### src/rtl/vga_pkg.sv
// Shared VGA definitions: screen size, circle FSM states, octant index and
// the signed datapath widths used by the midpoint circle engine.
package vga_pkg;

    localparam int SCREEN_W = 160;
    localparam int SCREEN_H = 120;

    typedef enum logic [2:0] {
        IDLE   = 3'd0,
        INIT   = 3'd1,
        PLOT   = 3'd2,
        UPDATE = 3'd3,
        DONE   = 3'd4
    } circle_state_t;

    typedef logic [2:0] octant_t;

    // Coordinates can go negative or past the screen edge before clipping.
    typedef logic signed [9:0]  coord_t;
    typedef logic signed [10:0] crit_t;

    // True when a computed pixel lies on the visible 160x120 screen.
    function automatic logic in_screen(coord_t x, coord_t y);
        return !x[9] && (x < coord_t'(SCREEN_W)) &&
               !y[9] && (y < coord_t'(SCREEN_H));
    endfunction

endpackage

### src/rtl/circle_octant_map.sv
// Combinational octant mapper: turns centre + (ox, oy) + octant index into a
// screen pixel and its plot enable. Clipping to the screen is compiled in
// with CIRCLE_CLIP_EN; otherwise every pixel is plotted and coordinates wrap.
module circle_octant_map
    import vga_pkg::*;
(
    input  logic [7:0] cx_i,
    input  logic [6:0] cy_i,
    input  coord_t     ox_i,
    input  coord_t     oy_i,
    input  octant_t    oct_i,
    output logic [7:0] x_o,
    output logic [6:0] y_o,
    output logic       plot_o
);

    coord_t cx_s, cy_s, px, py;

    // Octant order fixes the pixel sequence seen on the VGA write port.
    always_comb begin
        cx_s = {2'b00, cx_i};
        cy_s = {3'b000, cy_i};
        px   = cx_s;
        py   = cy_s;
        case (oct_i)
            3'd0: begin px = cx_s + ox_i; py = cy_s + oy_i; end
            3'd1: begin px = cx_s + oy_i; py = cy_s + ox_i; end
            3'd2: begin px = cx_s - ox_i; py = cy_s + oy_i; end
            3'd3: begin px = cx_s - oy_i; py = cy_s + ox_i; end
            3'd4: begin px = cx_s - ox_i; py = cy_s - oy_i; end
            3'd5: begin px = cx_s - oy_i; py = cy_s - ox_i; end
            3'd6: begin px = cx_s + ox_i; py = cy_s - oy_i; end
            default: begin px = cx_s + oy_i; py = cy_s - ox_i; end
        endcase
        x_o = px[7:0];
        y_o = py[6:0];
`ifdef CIRCLE_CLIP_EN
        plot_o = in_screen(px, py);
`else
        plot_o = 1'b1;
`endif
    end

endmodule

### src/rtl/circle.sv
// Midpoint circle drawer for a 160x120 VGA adapter. One pixel per PLOT
// cycle, eight octants per iteration, all outputs registered.
// Optional screen clipping: define CIRCLE_CLIP_EN.
module circle
    import vga_pkg::*;
(
    input  logic       clk,
    input  logic       rst_n,
    input  logic [2:0] colour,
    input  logic [7:0] centre_x,
    input  logic [6:0] centre_y,
    input  logic [7:0] radius,
    input  logic       start,
    output logic       done,
    output logic [7:0] vga_x,
    output logic [6:0] vga_y,
    output logic [2:0] vga_colour,
    output logic       vga_plot
);

    circle_state_t state_q;
    octant_t       oct_q;
    coord_t        ox_q, oy_q;
    crit_t         crit_q;
    logic [7:0]    cx_q, rad_q;
    logic [6:0]    cy_q;
    logic [2:0]    col_q;
    logic          done_q, plot_q;
    logic [7:0]    x_q;
    logic [6:0]    y_q;
    logic [2:0]    vcol_q;

    // Next-iteration values and octant mapper operands
    coord_t  ox_d, oy_d, ox_init, diff;
    crit_t   crit_d, crit_init;
    logic    more_d, load_px;
    coord_t  map_ox, map_oy;
    octant_t map_oct;
    logic [7:0] map_x;
    logic [6:0] map_y;
    logic       map_plot;

    // Midpoint step, and selection of the pixel that the next edge loads.
    always_comb begin
        ox_init   = {2'b00, rad_q};
        crit_init = crit_t'(1) - crit_t'({3'b000, rad_q});
        oy_d      = oy_q + coord_t'(1);
        ox_d      = ox_q;
        diff      = '0;
        if (crit_q[10] || (crit_q == '0)) begin
            crit_d = crit_q + crit_t'({oy_d, 1'b1});
        end else begin
            ox_d   = ox_q - coord_t'(1);
            diff   = oy_d - ox_d;
            crit_d = crit_q + crit_t'({diff, 1'b1});
        end
        more_d = (oy_d <= ox_d);

        map_ox  = ox_q;
        map_oy  = oy_q;
        map_oct = octant_t'(oct_q + 3'd1);
        case (state_q)
            INIT:    begin map_ox = ox_init; map_oy = '0;   map_oct = '0; end
            UPDATE:  begin map_ox = ox_d;    map_oy = oy_d; map_oct = '0; end
            default: ;
        endcase

        load_px = start && ((state_q == INIT) ||
                            ((state_q == PLOT) && (oct_q != 3'd7)) ||
                            ((state_q == UPDATE) && more_d));
    end

    circle_octant_map u_map (
        .cx_i   (cx_q),
        .cy_i   (cy_q),
        .ox_i   (map_ox),
        .oy_i   (map_oy),
        .oct_i  (map_oct),
        .x_o    (map_x),
        .y_o    (map_y),
        .plot_o (map_plot)
    );

    // Control FSM with the iteration state and registered VGA outputs.
    always_ff @(posedge clk or negedge rst_n) begin
        if (!rst_n) begin
            state_q <= IDLE;
            oct_q   <= '0;
            ox_q    <= '0;
            oy_q    <= '0;
            crit_q  <= '0;
            cx_q    <= '0;
            cy_q    <= '0;
            rad_q   <= '0;
            col_q   <= '0;
            done_q  <= 1'b0;
            plot_q  <= 1'b0;
            x_q     <= '0;
            y_q     <= '0;
            vcol_q  <= '0;
        end else begin
            done_q <= 1'b0;
            plot_q <= load_px ? map_plot : 1'b0;
            if (load_px) begin
                x_q    <= map_x;
                y_q    <= map_y;
                vcol_q <= col_q;
            end
            case (state_q)
                IDLE: if (start) begin
                    cx_q    <= centre_x;
                    cy_q    <= centre_y;
                    rad_q   <= radius;
                    col_q   <= colour;
                    state_q <= INIT;
                end
                INIT: if (!start) state_q <= IDLE;
                else begin
                    ox_q    <= ox_init;
                    oy_q    <= '0;
                    crit_q  <= crit_init;
                    oct_q   <= '0;
                    state_q <= PLOT;
                end
                PLOT: if (!start) state_q <= IDLE;
                else if (oct_q == 3'd7) state_q <= UPDATE;
                else oct_q <= octant_t'(oct_q + 3'd1);
                UPDATE: if (!start) state_q <= IDLE;
                else begin
                    ox_q   <= ox_d;
                    oy_q   <= oy_d;
                    crit_q <= crit_d;
                    oct_q  <= '0;
                    if (more_d) state_q <= PLOT;
                    else begin
                        state_q <= DONE;
                        done_q  <= 1'b1;
                    end
                end
                DONE: if (start) done_q <= 1'b1;
                else state_q <= IDLE;
                default: state_q <= IDLE;
            endcase
        end
    end

    assign done       = done_q;
    assign vga_plot   = plot_q;
    assign vga_x      = x_q;
    assign vga_y      = y_q;
    assign vga_colour = vcol_q;

endmodule

### config.mk
export PLATFORM = sky130hd
export DESIGN_NAME = circle
export DESIGN_NICKNAME = d
export VERILOG_FILES = /design/src/rtl/vga_pkg.sv /design/src/rtl/circle_octant_map.sv /design/src/rtl/circle.sv
export SDC_FILE = /design/constraint.sdc
export NUM_CORES = 1
export LEC_CHECK = 0
export BUFFER_PORTS_ARGS = -buffer_cell sky130_fd_sc_hd__buf_2
export CAP_MARGIN = 15
export CELL_PAD_IN_SITES_DETAIL_PLACEMENT = 1
export CELL_PAD_IN_SITES_GLOBAL_PLACEMENT = 1
export CORE_ASPECT_RATIO = 1.5
export CORE_MARGIN = 2
export CORE_UTILIZATION = 42
export DETAILED_ROUTE_END_ITERATION = 16
export GPL_TIMING_DRIVEN = 0
export PLACE_DENSITY = 0.74
export SETUP_SLACK_MARGIN = 0.02
export SYNTH_ARGS = -nofsm -noshare
export SYNTH_HDL_FRONTEND = slang
export SYNTH_SLANG_ARGS = --single-unit
### constraint.sdc
create_clock -name clk -period 3.4 [get_ports clk]
set_input_delay 0.34 -clock clk [delete_from_list [all_inputs] [get_ports clk]]
set_output_delay 0.34 -clock clk [all_outputs]
set_load 0.005 [all_outputs]
# Word-level counts from Yosys, hierarchy flattened

Cells that the tools add are included.

Eq/ne operators: 20
Magnitude comparators: 1
Add/sub/neg operators: 15
Multiplexer cells: 33
Reduce and logical (&&, ||, !) cells: 22

Operator list:

| cell                  | number |
|---|---|
| $mux 10               | 5 |
| $pmux 10 s2           | 2 |
| $mux 11               | 3 |
| $pmux 8 s2            | 2 |
| $mux 3                | 10 |
| $pmux 8 s3            | 1 |
| $add 11x11->11        | 2 |
| $pmux 11 s2           | 1 |
| $pmux 7 s3            | 1 |
| $add 8x8->8           | 2 |
| $sub 8x8->8           | 2 |
| $eq 3x3->1 const B    | 5 |
| $pmux 3 s5            | 1 |
| $add 7x7->7           | 2 |
| $reduce_or 2->1       | 7 |
| $sub 7x7->7           | 2 |
| $eq 3x2->1 const B    | 4 |
| $ne 2x2->1 const B    | 6 |
| $logic_not 11->1      | 1 |
| $add 10x2->10 const B | 1 |
| $le 10x10->1          | 1 |
| $sub 10x10->10        | 1 |
| $sub 10x2->10 const B | 1 |
| $sub 1x8->9 const A   | 1 |
| other kinds (16)      | 27 |

Bits of input ports: 29
Flip-flop bits (word level): 83
Output and inout port bits: 20
Logic and storage cells: 105

# Depth between registers and ports, before layout

Gate-level depths: netlist of run 1.

Word-level depth: 8
Mapped depth: 22
Depth with buffers taken out: 20

# Cells and area by module

A second synthesis of run 1 with hierarchy kept.

Cell total of the unflattened synthesis: 748
Area total of the unflattened synthesis: 6651.4 um2

Modules (own cells, without submodules):

| module            | area an instance (um2) | cells each | instances | sequential area each (um2) |
|---|---|---|---|---|
| circle            | 5477.8                 | 588        | 1         | 2077.0 |
| circle_octant_map | 1173.6                 | 160        | 1         | 0.0 |

# Worst setup path before layout of run 1

Ideal clock, no wire load.

Path kind: register -> register
Start: reg ox_q[0]
End: reg vcol_q[2] (netlist: vga_colour[2])
Data required time: 3275 ps
Buffers on the path: 2
Period minus slack after synthesis: 3760 ps
Stages on the path, launching flop included: 18
Setup slack: -360 ps
Library setup time: 125 ps
Data arrival time: 3635 ps
Cells stage by stage: dfrtp_1 > inv_1 > ha_1 > or3b_1 > clkbuf_1 > nor3_2 > nor3b_1 > nand2_1 > xor2_1 > ha_1 > nand2_1 > nor3_1 > a21oi_1 > o21ai_0 > a211oi_1 > o21a_1 > buf_4 > mux2_2

Longest elaborated chain between the ends: 6

Ends and longest elaborated chain:

| what                     | RTL line      | text |
|---|---|---|
| start: declaration       | circle.sv:23  | `coord_t ox_q, oy_q;` |
| start signal: assignment | circle.sv:119 | `ox_q <= ox_init;` |
| $sub 10x2->10            | circle.sv:53  | `ox_d = ox_q - coord_t'(1);` |
| $mux 10 *                | circle.sv:50  | `if (crit_q[10] \|\| (crit_q == '0)) begin` |
| $le 10x10->1 *           | circle.sv:57  | `more_d = (oy_d <= ox_d);` |
| $logic_and 1x1->1 *      | circle.sv:70  | `((state_q == UPDATE) && more_d));` |
| $logic_or 1x1->1 *       | circle.sv:69  | `((state_q == PLOT) && (oct_q != 3'd7)) \|\|` |
| $logic_and 1x1->1 *      | circle.sv:68  | `load_px = start && ((state_q == INIT) \|\|` |
| end signal: assignment   | circle.sv:107 | `vcol_q <= col_q;` |
| end: declaration         | circle.sv:31  | `logic [2:0] vcol_q;` |

Every way passes the cells marked *; elsewhere a longest branch is shown, timed or not.
A chain may end at the register's enable or synchronous reset.

# Worst setup path in the final report of run 1

Start: reg ox_q[1]
End: reg x_q[7] (netlist: vga_x[7])

Longest elaborated chain between the ends: 6
Elaborated cells on any way between the ends: 10
Those cells by class: add/sub: 3; order compare: 1; mux: 3; reduce/logical: 3

Ends and longest elaborated chain:

| what                                                  | RTL line      | text |
|---|---|---|
| branches (longest 6 deep; another with $sub 10x2->10) | --            |  |
| end signal: assignment                                | circle.sv:105 | `x_q <= map_x;` |
| end: declaration                                      | circle.sv:29  | `logic [7:0] x_q;` |

Several ways; the timed one is not identified.

==> results of run 1 <==
## routing by layer
layer / vias to the layer above / wire [µm]
met5: - / 0
met4: 0 / 1750
met3: 97 / 988
met2: 235 / 14200
met1: 3403 / 9450
li1: 3077 / -
## placed cells by master, fill, tap and decap left out, drive strengths merged, types with 19 or more instances in the layout
cell    Yosys  final
xnor2      41     41
xor2       28     28
o21ai      81     81
buf        18    124
inv        31     37
dfrtp      83     83
nor3       19     19
ha         47     47
mux2       30     30
clkbuf     25     32
a21oi      53     53
nor2       69     69
nand2      99     99
## critical path, stage by stage (launching register included)
cell and delay, ps:
dfrtp_2 420, inv_2 90, ha_4 140, or4bb_4 470, a31oi_4 180, mux2i_2 280, buf_4 160, nor2_4 40
a21boi_4 150, a22oi_1 220, o22ai_1 130, a21oi_1 200, ha_1 290, a21oi_2 150, nor2b_1 70, o21a_1 220
nor4_2 150, nor3_1 80, xor2_1 260, xnor2_2 180, o21ai_1 100
## sequential cells by signal, summed over array words and instances (netlist names), 7 cells and up
signal  cells
crit_q     11
oy_q       10
cx_q        8
vga_y       7
vga_x       8
cy_q        7
ox_q       10
rad_q       8
## stage by stage
| stage | cell area [µm²] | total power (µW) | setup TNS, ps | std cells |
|---|---|---|---|---|
| finish | 9010 | 8200 | -10770 | 1121 |
| detailed placement | 7360 | 5730 | -26230 | 1049 |
| CTS | 8370 | 7350 | -9950 | 1096 |
| floorplan | 6840 | 4540 | -637 | 797 |
| global placement | 7330 | 5500 | -25880 | 1048 |
| global route | 9010 | 8740 | -13560 | 1121 |
## path summary, 6_finish.rpt
path	endpoint	slack [ps]	cells after the start
max	vga_x[7]$_DFFE_PN0P_	-710	20
min	rad_q[5]$_DFFE_PN0P_	190	3
max reg2reg	vga_x[7]$_DFFE_PN0P_	-710	20
min reg2reg	vga_x[3]$_DFFE_PN0P_	500	2
max in group asynchronous	state_q[1]$_DFFE_PN0P_	2280	3
min in group asynchronous	crit_q[4]$_DFFE_PN0P_	470	2
## final cells by class
type                    count  share of cell area, %
multi-input cells         640                   57.0
repair buffers            108                   8.94
flip-flops and latches     83                   23.2
clock inverters             7                  0.722
inverters                  31                   1.32
well taps                 203                   2.82
plain buffers              40                   3.53
clock buffers               9                   2.50
## cells in the mapped netlist (5+ instances only)
cell / count
nor3_1: 17
nand2_1: 99
a31oi_1: 7
mux2_2: 30
ha_1: 47
nor2b_1: 8
a21o_1: 11
a21oi_1: 53
o21a_1: 6
o21bai_1: 5
nand4_1: 9
mux2i_1: 5
nor4_1: 6
o22ai_1: 7
o31ai_1: 5
nand3_1: 18
clkbuf_1: 25
xor2_1: 28
nor2_1: 69
buf_4: 8
o21ai_0: 78
buf_6: 6
xnor2_1: 41
dfrtp_1: 83
inv_1: 31
## logic make-up after synthesis
| logic type | Yosys count |
|---|---|
| compound gates | 223 |
| mux | 35 |
| buf+inv | 74 |
| flops | 83 |
| fa+ha+maj | 51 |
| xor+xnor | 69 |
| simple gates | 262 |
## repair_timing
item | 4_1_cts | 5_1_grt
pin swaps | 36 | 64
hold buffers | 1 | 0
cloned | 2 | 0
setup buffers | 33 | 28
gates resized for setup | 108 | 101
endpoints found under the setup margin | 30 | 28
hold endpoints to repair | 27 | 0
## power by group through the flow
| stage | Clock (µW) | Combinational [µW] | Sequential, µW |
|---|---|---|---|
| 6_report | 1000 | 5550 | 1650 |
| 3_5_place_dp | 0 | 4130 | 1590 |
| 4_1_cts | 1010 | 4730 | 1610 |
| 3_3_place_gp | 0 | 3930 | 1580 |
| 5_1_grt | 1050 | 6000 | 1690 |
| 2_1_floorplan | 0 | 3020 | 1520 |
==> metrics.md, run 1 <==
| Metric | Value |
|---|---|
| Synth top area share | `30.8%` |
| CTS tree | `yes` |
| Met3 Track Usage GR | `about 3.8%` |
| Pre-CTS WS | `-1240 ps` |
| Clock root buffer | `clkbuf_16` |
| Final core area utilization | `57.4%` |
| Sw frac | `47.0%` |
| Post-synth EDFFs | `0` |
| Via count | `around 6800` |
| Failing checks | `setup timing` |
| Vias/cell | `between 6 and 7` |
| Unrepaired setup endpoints after global routing | `yes` |
| Max-cap violations | `0` |
| Largest net degree at the start of global routing | `57` |
| Gr usage total | `29.6%` |
| Slew Viols, Final | `0` |
| Post-synth ARST share | `100%` |
| Primary FF master, synth | `dfrtp_1` |
| CP required | `3640 ps` |
| Die Y | `159 µm` |
| Routed Antenna Nets | `0` |
| Crit. End Element | `flip-flop` |
| GR peak layer | `met2` |
| Largest family of logic cells by synthesized area | `compound AO/OA/AOI/OAI gates` |
| # port buffers | `between 40 and 50` |
| Mux cell area share after synthesis | `5.76%` |
| P&R area growth vs syn | `33.8%` |
| GPL Wtd Cong | `0.918` |
| HP Class | `input port to flip-flop` |
| Final WL | `about 26 mm` |
| Crit start category | `flip-flop` |
| Max IR drop VDD | `0.437 mV` |
| Clock sinks | `83` |
| Register area share after synthesis | `30.8%` |
| Pwr dens | `910 nW/µm²` |
| Clk network pwr share | `12.2%` |
| Syn Inst Count | `roughly 800` |
| Worst-Margin Slew | `between 700 and 800 ps` |
| Xor/xnor cell area share of the yosys netlist | `8.97%` |
| Hold Startpoint | `radius[5]` |
| Layout net count | `993` |
| Leakage | `0.00388 µW` |
| Fin Clk Skew | `approximately 10 ps` |
| Full die area | `17100 µm²` |
| Routed len/inst | `roughly 24 µm` |
| Initial antenna violation count | `0` |
| Register area | `2090 µm²` |
| #FFs+latches synth | `83` |
| Critical Path Start | `ox_q[1]$_DFFE_PN0P_` |
| Top cells by area, synth | `dfrtp_1 (31%), ha_1 (8.7%), o21ai_0 (5.8%)` |
| First-pass GRT wire length | `roughly 40 mm` |
| # rows | `56` |
| Syn Nets | `877` |
| Starting density of the core | `between 40% and 50%` |
| Crit Path Class | `flip-flop to flip-flop` |
| # diodes | `0` |
| Data arrival, critical path | `4350 ps` |
| Met2 Track Usage GR | `54.6%` |
| Comb power frac | `67.6%` |
| Fmax | `243 MHz` |
| Post-route minimum period | `4110 ps` |
| Outcome | `finished with violations` |
| Synth Warn # | `0` |
| R2r startpoint | `ox_q[1]$_DFFE_PN0P_` |
| Internal power | `4350 µW` |
| Critical path fanouts, max | `3` |
| Met1 usage | `about a third` |
| Congestion Overflow GR | `0` |
| Area of the multi-input gates | `between 5000 and 6000 µm²` |
| Num CTS Buffers | `9` |
| Max H-tree Level | `3` |
| Vias in the first global route | `7348` |
| Final WS setup | `-709 ps` |
| Switching power of the nets | `3860 µW` |
| Final setup vio count | `25` |
| Final routed DRC violation total | `0` |
| Final period util | `121%` |
| Iter 0 DRT Violations | `389` |
| Post-synthesis cell area | `between 6000 and 7000 µm²` |
| Adder-cell share of the synthesized area | `between 9 and 10%` |
| Die width | `around 110 µm` |
| Detail Placement HPWL | `18.1 mm` |
| Syn avg cell area | `between 8 and 9 µm²` |
| Sequential share of power | `roughly 20%` |
| Clock slew at reported path FFs | `approximately 70 ps` |
| Min Hold Slack | `approximately 190 ps` |
| IO Pins | `49` |
| Core Footprint | `15700 µm²` |
| Yosys top cell by area | `dfrtp_1` |
| Slew headroom | `between 50 and 60%` |
| Clock Path Buffers | `2` |
| Simple-Gate Fraction of Synth Area | `roughly 18%` |
| Endpoints failing hold | `0` |
| Fill count | `approximately 1800` |
| Post-synth cell types | `between 70 and 80` |
| Synth Area in Compound Gates | `21.1%` |
| Clk Latency, worst-skew pair | `360 ps` |
| Fraction of layout cells with a size suffix above 1 | `between 30% and 40%` |
| Router iterations before antenna repair | `4` |
Note: power is estimated with default switching activity, not from simulation.
==> run 2, diff against run 1 <==
--- a/config.mk
+++ b/config.mk
@@ -15,6 +15,7 @@
 export DETAILED_ROUTE_END_ITERATION = 16
 export GPL_TIMING_DRIVEN = 0
 export PLACE_DENSITY = 0.74
+export RECOVER_POWER = 100
 export SETUP_SLACK_MARGIN = 0.02
 export SYNTH_ARGS = -nofsm -noshare
 export SYNTH_HDL_FRONTEND = slang
==> run 2 against run 1 <==
  * The run ends with capacitance limit, slew limit, setup timing left
  * Sequential power hardly changed
  * Worst setup slack improved by 11 ps
  * Clock skew decreased by 0.81 ps
  * Clock power about the same
  * Count of clock-buffer cells in the layout unchanged
  * First-iteration DRC count down 8.2%
  * Worst hold slack about the same
  * Final area decreased by 0.39%
  * Cell count is the same
  * Maximum frequency is 0.26% higher
  * Core utilization decreased by 0.22 points
  * Sequential share of layout area is 0.090 points higher
  * Critical path type unchanged
==> metrics.md, run 2 (synthesis gave the netlist of run 1 again) <==
| Metric | Value |
|---|---|
| Gr usage total | `29.6% (unchanged)` |
| Cell Chain, Critical Path | `inv_2 > ha_4 > or4bb_4 > a31oi_4 > mux2i_2 > buf_4 > nor2_4 > a21boi_4 > a22oi_1 > o22ai_1 > a21oi_1 > ha_1 > a21oi_2 > nor2b_1 > o21a_1 > nor4_2 > nor3_1 > xor2_1 > xnor2_2 > o21ai_1 (unchanged)` |
| Critical path fanouts, max | `3 (unchanged)` |
| Final routed DRC violation total | `0 (unchanged)` |
| Fill count | `1795 (was 1787)` |
| Clk Latency, worst-skew pair | `350 ps (was 360 ps)` |
| Sequential share of power | `20.2% (was 20.1%)` |
| Sw frac | `47.0% (about the same)` |
| Internal power | `4330 µW (was 4350 µW)` |
| Router iterations before antenna repair | `5 (was 4)` |
| Worst-Margin Slew | `1690 ps (was 725 ps)` |
| Clock Path Buffers | `2 (unchanged)` |
| Pre-CTS WS | `-1240 ps (unchanged)` |
| CTS tree | `yes (unchanged)` |
| Area of the multi-input gates | `5140 µm² (unchanged)` |
| Final WL | `26.2 mm (was 26.4 mm)` |
| Data arrival, critical path | `4330 ps (was 4350 ps)` |
| Max IR drop VDD | `0.430 mV (was 0.437 mV)` |
| # diodes | `0 (unchanged)` |
| First-pass GRT wire length | `39.6 mm (unchanged)` |
| Pwr dens | `911 nW/µm² (was 910 nW/µm²)` |
| Outcome | `finished with violations (unchanged)` |
| Final WS setup | `-698 ps (was -709 ps)` |
| Slew Viols, Final | `29 (was 0)` |
| Fin Clk Skew | `9.23 ps (was 10.0 ps)` |
| Vias in the first global route | `7348 (unchanged)` |
| Detail Placement HPWL | `18.1 mm (unchanged)` |
| Register area | `2090 µm² (unchanged)` |
| Starting density of the core | `42.9% (unchanged)` |
| Endpoints failing hold | `0 (unchanged)` |
| Clock sinks | `83 (unchanged)` |
| Commonest non-fill, non-tap cell in the layout | `nand2_1 (unchanged)` |
| Critical Path Start | `ox_q[1]$_DFFE_PN0P_ (unchanged)` |
| CP required | `3640 ps (about the same)` |
| GPL Wtd Cong | `0.918 (unchanged)` |
| HP Class | `input port to flip-flop (unchanged)` |
| Max Used Layer | `met4 (unchanged)` |
| Initial antenna violation count | `0 (unchanged)` |
| Routed Antenna Nets | `0 (unchanged)` |
| Iter 0 DRT Violations | `357 (was 389)` |
| Die width | `107 µm (unchanged)` |
| Via count | `6803 (was 6812)` |
| # rows | `56 (unchanged)` |
| Layout net count | `993 (unchanged)` |
| Failing checks | `capacitance limit, slew limit, setup timing (was setup timing)` |
| Congestion Overflow GR | `0 (unchanged)` |
| Max H-tree Level | `3 (unchanged)` |
| Met2 WL post-DR | `14.2 mm (about the same)` |
| P&R area growth vs syn | `33.2% (was 33.8%)` |
| Core Footprint | `15700 µm² (unchanged)` |
| Crit Path Class | `flip-flop to flip-flop (unchanged)` |
| CP max-delay cell | `or4bb_4 (unchanged)` |
| Number of flip-flops in the largest register | `11 (unchanged)` |
| Final setup vio count | `25 (unchanged)` |
| Die Y | `159 µm (unchanged)` |
| Met1 Wirelength | `9.32 mm (was 9.45 mm)` |
| Clock slew at reported path FFs | `70 ps (about the same)` |
| IO Pins | `49 (unchanged)` |
| Max-cap violations | `1 (was 0)` |
| Clock root buffer | `clkbuf_16 (unchanged)` |
| Full die area | `17100 µm² (unchanged)` |
| Max stage delay on crit path | `470 ps (about the same)` |
| Clk network pwr share | `12.2% (about the same)` |
| Leakage | `0.00384 µW (was 0.00388 µW)` |
| Num CTS Buffers | `9 (unchanged)` |
| Unrepaired setup endpoints after global routing | `yes (unchanged)` |
| # port buffers | `48 (unchanged)` |
| Vias/cell | `6.07 (was 6.08)` |
| Final period util | `121% (about the same)` |
| Final core area utilization | `57.2% (was 57.4%)` |
| Hold Startpoint | `radius[5] (unchanged)` |
| Largest net degree at the start of global routing | `57 (unchanged)` |
| Fmax | `244 MHz (was 243 MHz)` |
| Routed len/inst | `23.4 µm (was 23.5 µm)` |
| R2r startpoint | `ox_q[1]$_DFFE_PN0P_ (unchanged)` |
| Wire length on met3 | `969 µm (was 988 µm)` |
| Fraction of layout cells with a size suffix above 1 | `33.7% (was 34.5%)` |
| Crit. End Element | `flip-flop (unchanged)` |
| Biggest registers after layout | `crit_q: 11 flops, ox_q: 10 flops, oy_q: 10 flops (unchanged)` |
| Switching power of the nets | `3850 µW (was 3860 µW)` |
| Comb power frac | `67.6% (about the same)` |
| Slew headroom | `-13.0% (was 51.7%)` |
| Crit start category | `flip-flop (unchanged)` |
| Post-route minimum period | `4100 ps (was 4110 ps)` |
| Commonest non-fill, non-tap cells in the layout | `nand2_1 (88), dfrtp_1 (75), nor2_1 (61) (unchanged)` |
| Register with the most flip-flops | `crit_q (unchanged)` |
[run 2: changes by cell type in the layout (fill, tap and decap cells not counted), sizes merged]
cell	before	now
clkbuf	32	40
buf	124	116
[run 2: repair_timing]
| action | CTS | global route |
|---|---|---|
| hold buffers | 1 | 0 |
| gates cloned | 2 | 0 |
| endpoints found under the hold margin | 27 | 0 |
| buffers inserted | 33 | 28 |
| gates resized for setup | 108 | 101 |
| endpoints found under the setup margin | 30 | 28 |
| pin swaps | 36 | 64 |
[run 2: routing by layer]
| layer | up-vias | GRT usage [%] |
|---|---|---|
| li1 | 3076 | - |
| met1 | 3394 | 31.5 |
| met2 | 233 | 54.6 |
| met3 | 100 | 3.85 |
| met4 | 0 | 17.1 |
| met5 | - | 0 |
[run 2: worst max-delay path, delay by kind of cell, from the launching register on]
family | cells | cell delay (ps)
AO/OA/AOI/OAI | 8 | 1340
AND/OR/NAND/NOR | 5 | 810
buffers and inverters | 2 | 250
adder cells (fa/ha/maj) | 2 | 430
flip-flops | 1 | 420
multiplexers | 1 | 270
XOR/XNOR | 2 | 440
[run 2: area by class of cell]
type,count,area share (%)
Timing Repair Buffer,108,8.59
Clock inverter,7,0.725
Multi-Input combinational cell,640,57.2
Tap cell,203,2.83
Sequential cell,83,23.2
Clock buffer,9,2.51
Inverter,31,1.32
Buffer,40,3.54
[run 2: metrics by stage]
stage	total power (µW)	hold slack [ps]	std cells	setup TNS (ps)	area, µm²
after floorplan	4540	44.4	797	-637	6840
after global placement	5500	467	1048	-25880	7330
after detailed placement	5730	308	1049	-26230	7360
after CTS	7350	188	1096	-9950	8370
after global routing	8720	195	1121	-19770	8980
final	8180	186	1121	-10740	8980
[run 2: final timing paths]
kind	end	slack (ps)	cells past startpoint
max reg2reg	vga_x[7]$_DFFE_PN0P_	-700	20
min	rad_q[5]$_DFFE_PN0P_	190	3
min in group asynchronous	crit_q[4]$_DFFE_PN0P_	960	2
max in group asynchronous	state_q[1]$_DFFE_PN0P_	300	3
min reg2reg	vga_x[6]$_DFFE_PN0P_	490	2
max	vga_x[7]$_DFFE_PN0P_	-700	20
[run 2: power by group through the flow]
stage	Sequential, µW	Clock [µW]	Combinational [µW]
after floorplan	1520	0	3020
after global placement	1580	0	3930
after detailed placement	1590	0	4130
after CTS	1610	1010	4730
after global routing	1690	1050	5980
final	1650	1000	5530
==> run 3, diff against run 2 <==
--- a/config.mk
+++ b/config.mk
@@ -5,16 +5,17 @@
 export SDC_FILE = /design/constraint.sdc
 export NUM_CORES = 1
 export LEC_CHECK = 0
+export ABC_CLOCK_PERIOD_IN_PS = 5000
 export BUFFER_PORTS_ARGS = -buffer_cell sky130_fd_sc_hd__buf_2
 export CAP_MARGIN = 15
 export CELL_PAD_IN_SITES_DETAIL_PLACEMENT = 1
 export CELL_PAD_IN_SITES_GLOBAL_PLACEMENT = 1
 export CORE_ASPECT_RATIO = 1.5
 export CORE_MARGIN = 2
-export CORE_UTILIZATION = 42
+export CORE_UTILIZATION = 51
 export DETAILED_ROUTE_END_ITERATION = 16
 export GPL_TIMING_DRIVEN = 0
-export PLACE_DENSITY = 0.74
+export PLACE_DENSITY = 0.84
 export RECOVER_POWER = 100
 export SETUP_SLACK_MARGIN = 0.02
 export SYNTH_ARGS = -nofsm -noshare
==> constraint.sdc (replaced) <==
create_clock -name clk -period 5 [get_ports clk]
set_input_delay 0.75 -clock clk [delete_from_list [all_inputs] [get_ports clk]]
set_output_delay 0.75 -clock clk [all_outputs]
set_load 0.005 [all_outputs]
==> run 3 against run 2 <==
  * The flow finishes with violations (capacitance limit, slew limit)
  * Global-route usage rose by 4.3 points
  * Critical path depth fell by 3
  * Combinational power fell by 49%
  * Cell count fell by 8.9%
  * Via count fell by 5.1%
  * First-iteration DRC count fell by 30%
  * Count of clock-buffer cells in the layout did not move
  * Worst hold slack improved by 300 ps
  * Final area fell by 16%
  * Die area fell by 17%
  * Critical endpoint is now vga_y[1]$_DFFE_PN0P_
==> metrics.md, run 3 (synthesis gave the netlist of run 1 again) <==
| Metric | Value |
|---|---|
| P&R area growth vs syn | `11.3% (was 33.2%)` |
| Leakage | `0.00331 µW (was 0.00384 µW)` |
| Critical path fanouts, max | `10 (was 3)` |
| CP required | `5230 ps (was 3640 ps)` |
| CTS tree | `yes (unchanged)` |
| Max H-tree Level | `3 (unchanged)` |
| Register with the most flip-flops | `crit_q (unchanged)` |
| Post-route minimum period | `4750 ps (was 4100 ps)` |
| Iter 0 DRT Violations | `251 (was 357)` |
| First-pass GRT wire length | `37.4 mm (was 39.6 mm)` |
| Sequential share of power | `23.6% (was 20.2%)` |
| Dpl cell area | `7210 µm² (was 7360 µm²)` |
| R2r startpoint | `ox_q[0]$_DFFE_PN0P_ (was ox_q[1]$_DFFE_PN0P_)` |
| Fill count | `1578 (was 1795)` |
| Slew headroom | `-67.5% (was -13.0%)` |
| Fin Clk Skew | `11.0 ps (was 9.23 ps)` |
| Crit start category | `flip-flop (unchanged)` |
| Crit. End Element | `flip-flop (unchanged)` |
| Reg2reg setup slack | `250 ps (was -700 ps)` |
| Num CTS Buffers | `9 (unchanged)` |
| Routed len/inst | `22.7 µm (was 23.4 µm)` |
| Data arrival, critical path | `4980 ps (was 4330 ps)` |
| GPL Wtd Cong | `0.962 (was 0.918)` |
| Clock slew at reported path FFs | `70 ps (about the same)` |
| Crit Path Class | `flip-flop to flip-flop (unchanged)` |
| Fmax | `211 MHz (was 244 MHz)` |
| Comb power frac | `61.4% (was 67.6%)` |
| Failing checks | `capacitance limit, slew limit (was capacitance limit, slew limit, setup timing)` |
| Final routed DRC violation total | `0 (unchanged)` |
| IO Pins | `49 (unchanged)` |
| Router iterations before antenna repair | `4 (was 5)` |
| Endpoints failing hold | `0 (unchanged)` |
| Pre-CTS WS | `16.3 ps (was -1240 ps)` |
| Clk Latency, worst-skew pair | `360 ps (was 350 ps)` |
| Initial antenna violation count | `0 (unchanged)` |
| Congestion Overflow GR | `0 (unchanged)` |
| Vias/cell | `6.32 (was 6.07)` |
| Hold Startpoint | `vga_x[6]$_DFFE_PN0P_ (was radius[5])` |
| Starting density of the core | `52.0% (was 42.9%)` |
| Die width | `97.9 µm (was 107 µm)` |
| Commonest non-fill, non-tap cell in the layout | `nand2_1 (unchanged)` |
| Final WL | `23.2 mm (was 26.2 mm)` |
| Detail Placement HPWL | `18.2 mm (was 18.1 mm)` |
| Via count | `6455 (was 6803)` |
| Max IR drop VDD | `0.334 mV (was 0.430 mV)` |
| R2R cell count | `17 (was 20)` |
| Clock sinks | `83 (unchanged)` |
| Setup TNS | `0 ps (was -10740 ps)` |
| Routed Antenna Nets | `0 (unchanged)` |
| Internal power | `2390 µW (was 4330 µW)` |
| # port buffers | `48 (unchanged)` |
| Clk network pwr share | `15.0% (was 12.2%)` |
| Worst Hold Endpoint | `vga_x[6]$_DFFE_PN0P_ (was rad_q[5]$_DFFE_PN0P_)` |
| # diodes | `0 (unchanged)` |
| Unrepaired setup endpoints after global routing | `no (was yes)` |
| Cell Count, Final, Fillers Out | `1021 (was 1121)` |
| Inst Count DP | `1005 (was 1049)` |
| # rows | `51 (was 56)` |
| Layout net count | `937 (was 993)` |
| Full die area | `14200 µm² (was 17100 µm²)` |
| Vias in the first global route | `7085 (was 7348)` |
| Final period util | `94.9% (was 121%)` |
| Final WS setup | `255 ps (was -698 ps)` |
| Largest net degree at the start of global routing | `56 (was 57)` |
| Switching power of the nets | `2180 µW (was 3850 µW)` |
| Critical Path Start | `ox_q[0]$_DFFE_PN0P_ (was ox_q[1]$_DFFE_PN0P_)` |
| FF-to-FF End | `vga_y[1]$_DFFE_PN0P_ (was vga_x[7]$_DFFE_PN0P_)` |
| Max-cap violations | `2 (was 1)` |
| Sw frac | `47.7% (was 47.0%)` |
| Setup bufs post-CTS | `0 (was 33)` |
| Final setup vio count | `0 (was 25)` |
| Gr usage total | `34.0% (was 29.6%)` |
| Pwr dens | `609 nW/µm² (was 911 nW/µm²)` |
| Final non-filler cell area | `7500 µm² (was 8980 µm²)` |
| HP Class | `flip-flop to flip-flop (was input port to flip-flop)` |
| Worst-Margin Slew | `2510 ps (was 1690 ps)` |
| Outcome | `finished with violations (unchanged)` |
| Die Y | `145 µm (was 159 µm)` |
| Hold depth | `2 (was 3)` |
| Biggest registers after layout | `crit_q: 11 flops, ox_q: 10 flops, oy_q: 10 flops (unchanged)` |
| Number of flip-flops in the largest register | `11 (unchanged)` |
| Core Footprint | `13000 µm² (was 15700 µm²)` |
| Clock Path Buffers | `2 (unchanged)` |
| Fraction of layout cells with a size suffix above 1 | `14.6% (was 33.7%)` |
| Clock root buffer | `clkbuf_16 (unchanged)` |
| Commonest non-fill, non-tap cells in the layout | `nand2_1 (99), dfrtp_1 (83), o21ai_0 (77) (was nand2_1 (88), dfrtp_1 (75), nor2_1 (61))` |
| Slew Viols, Final | `86 (was 29)` |
## run 3: changes by cell type in the layout (fill, tap and decap cells not counted), moves of 10 or more
cell	delta
o21ai_1	-11
buf_4	-39
buf_6	-15
a21oi_2	-20
a21oi_1	+20
ha_1	+12
nand2_1	+11
ha_4	-10
o21ai_0	+23
o21ai_2	-12
## run 3: power by group through the flow
stage	Combinational, µW	Clock (µW)	Sequential (µW)
6_report	2800	686	1080
5_1_grt	3090	714	1100
4_1_cts	2790	697	1070
3_5_place_dp	2760	0	1080
3_3_place_gp	2590	0	1070
2_1_floorplan	1990	0	1030
## run 3: worst max path at each step
stage	to	slack [ps]	cells after the start
floorplan	vga_colour[2]$_DFFE_PN0P_	1240	17
global placement	vga_y[6]$_DFFE_PN0P_	160	22
detailed placement	vga_y[6]$_DFFE_PN0P_	20	22
CTS	vga_y[6]$_DFFE_PN0P_	150	22
global route	vga_y[1]$_DFFE_PN0P_	30	17
finish	vga_y[1]$_DFFE_PN0P_	250	17
## run 3: worst max-delay path, cell delays in order (launching register included)
cell	delay [ps]
dfrtp_1	440
inv_1	180
ha_1	250
or3b_1	380
clkbuf_1	180
nor3_2	400
nor3b_1	380
nand2_1	110
xor2_1	220
ha_1	280
nand2_1	90
nor3_1	50
a21oi_1	130
o21ai_0	130
a211oi_2	470
o21a_1	350
buf_4	230
mux2_1	350
## run 3: layout make-up
type	count	area, µm²	share of cell area (%)
Tap cell	159	199	2.65
Buffer	43	236	3.15
Clock inverter	7	76.3	1.02
Multi-Input combinational cell	640	4330	57.7
Clock buffer	9	225	3.00
Sequential cell	83	2080	27.7
Inverter	31	116	1.55
Timing Repair Buffer	49	243	3.24
## run 3: stage by stage
step | util, % | total power (µW) | hold slack [ps]
floorplan | - | 3020 | 454
global placement | 55.4 | 3660 | 465
detailed placement | 55.6 | 3840 | 475
CTS | 58.0 | 4560 | 331
global route | 57.9 | 4910 | 528
finish | 57.9 | 4570 | 485
## run 3: routing by layer
layer  global-route usage (%)  up-vias  routed length [µm]
met3                     4.13       96                 706
met1                     34.8     3182                8500
met2                     63.7      198               12200
met5                        0        -                   0
li1                         -     2979                   -
met4                     23.7        0                1780
## run 3: repair_timing
action,CTS,global route
endpoints found under the hold margin,0,0
resized for setup,2,10
hold buffers,0,0
setup endpoints to repair,2,15
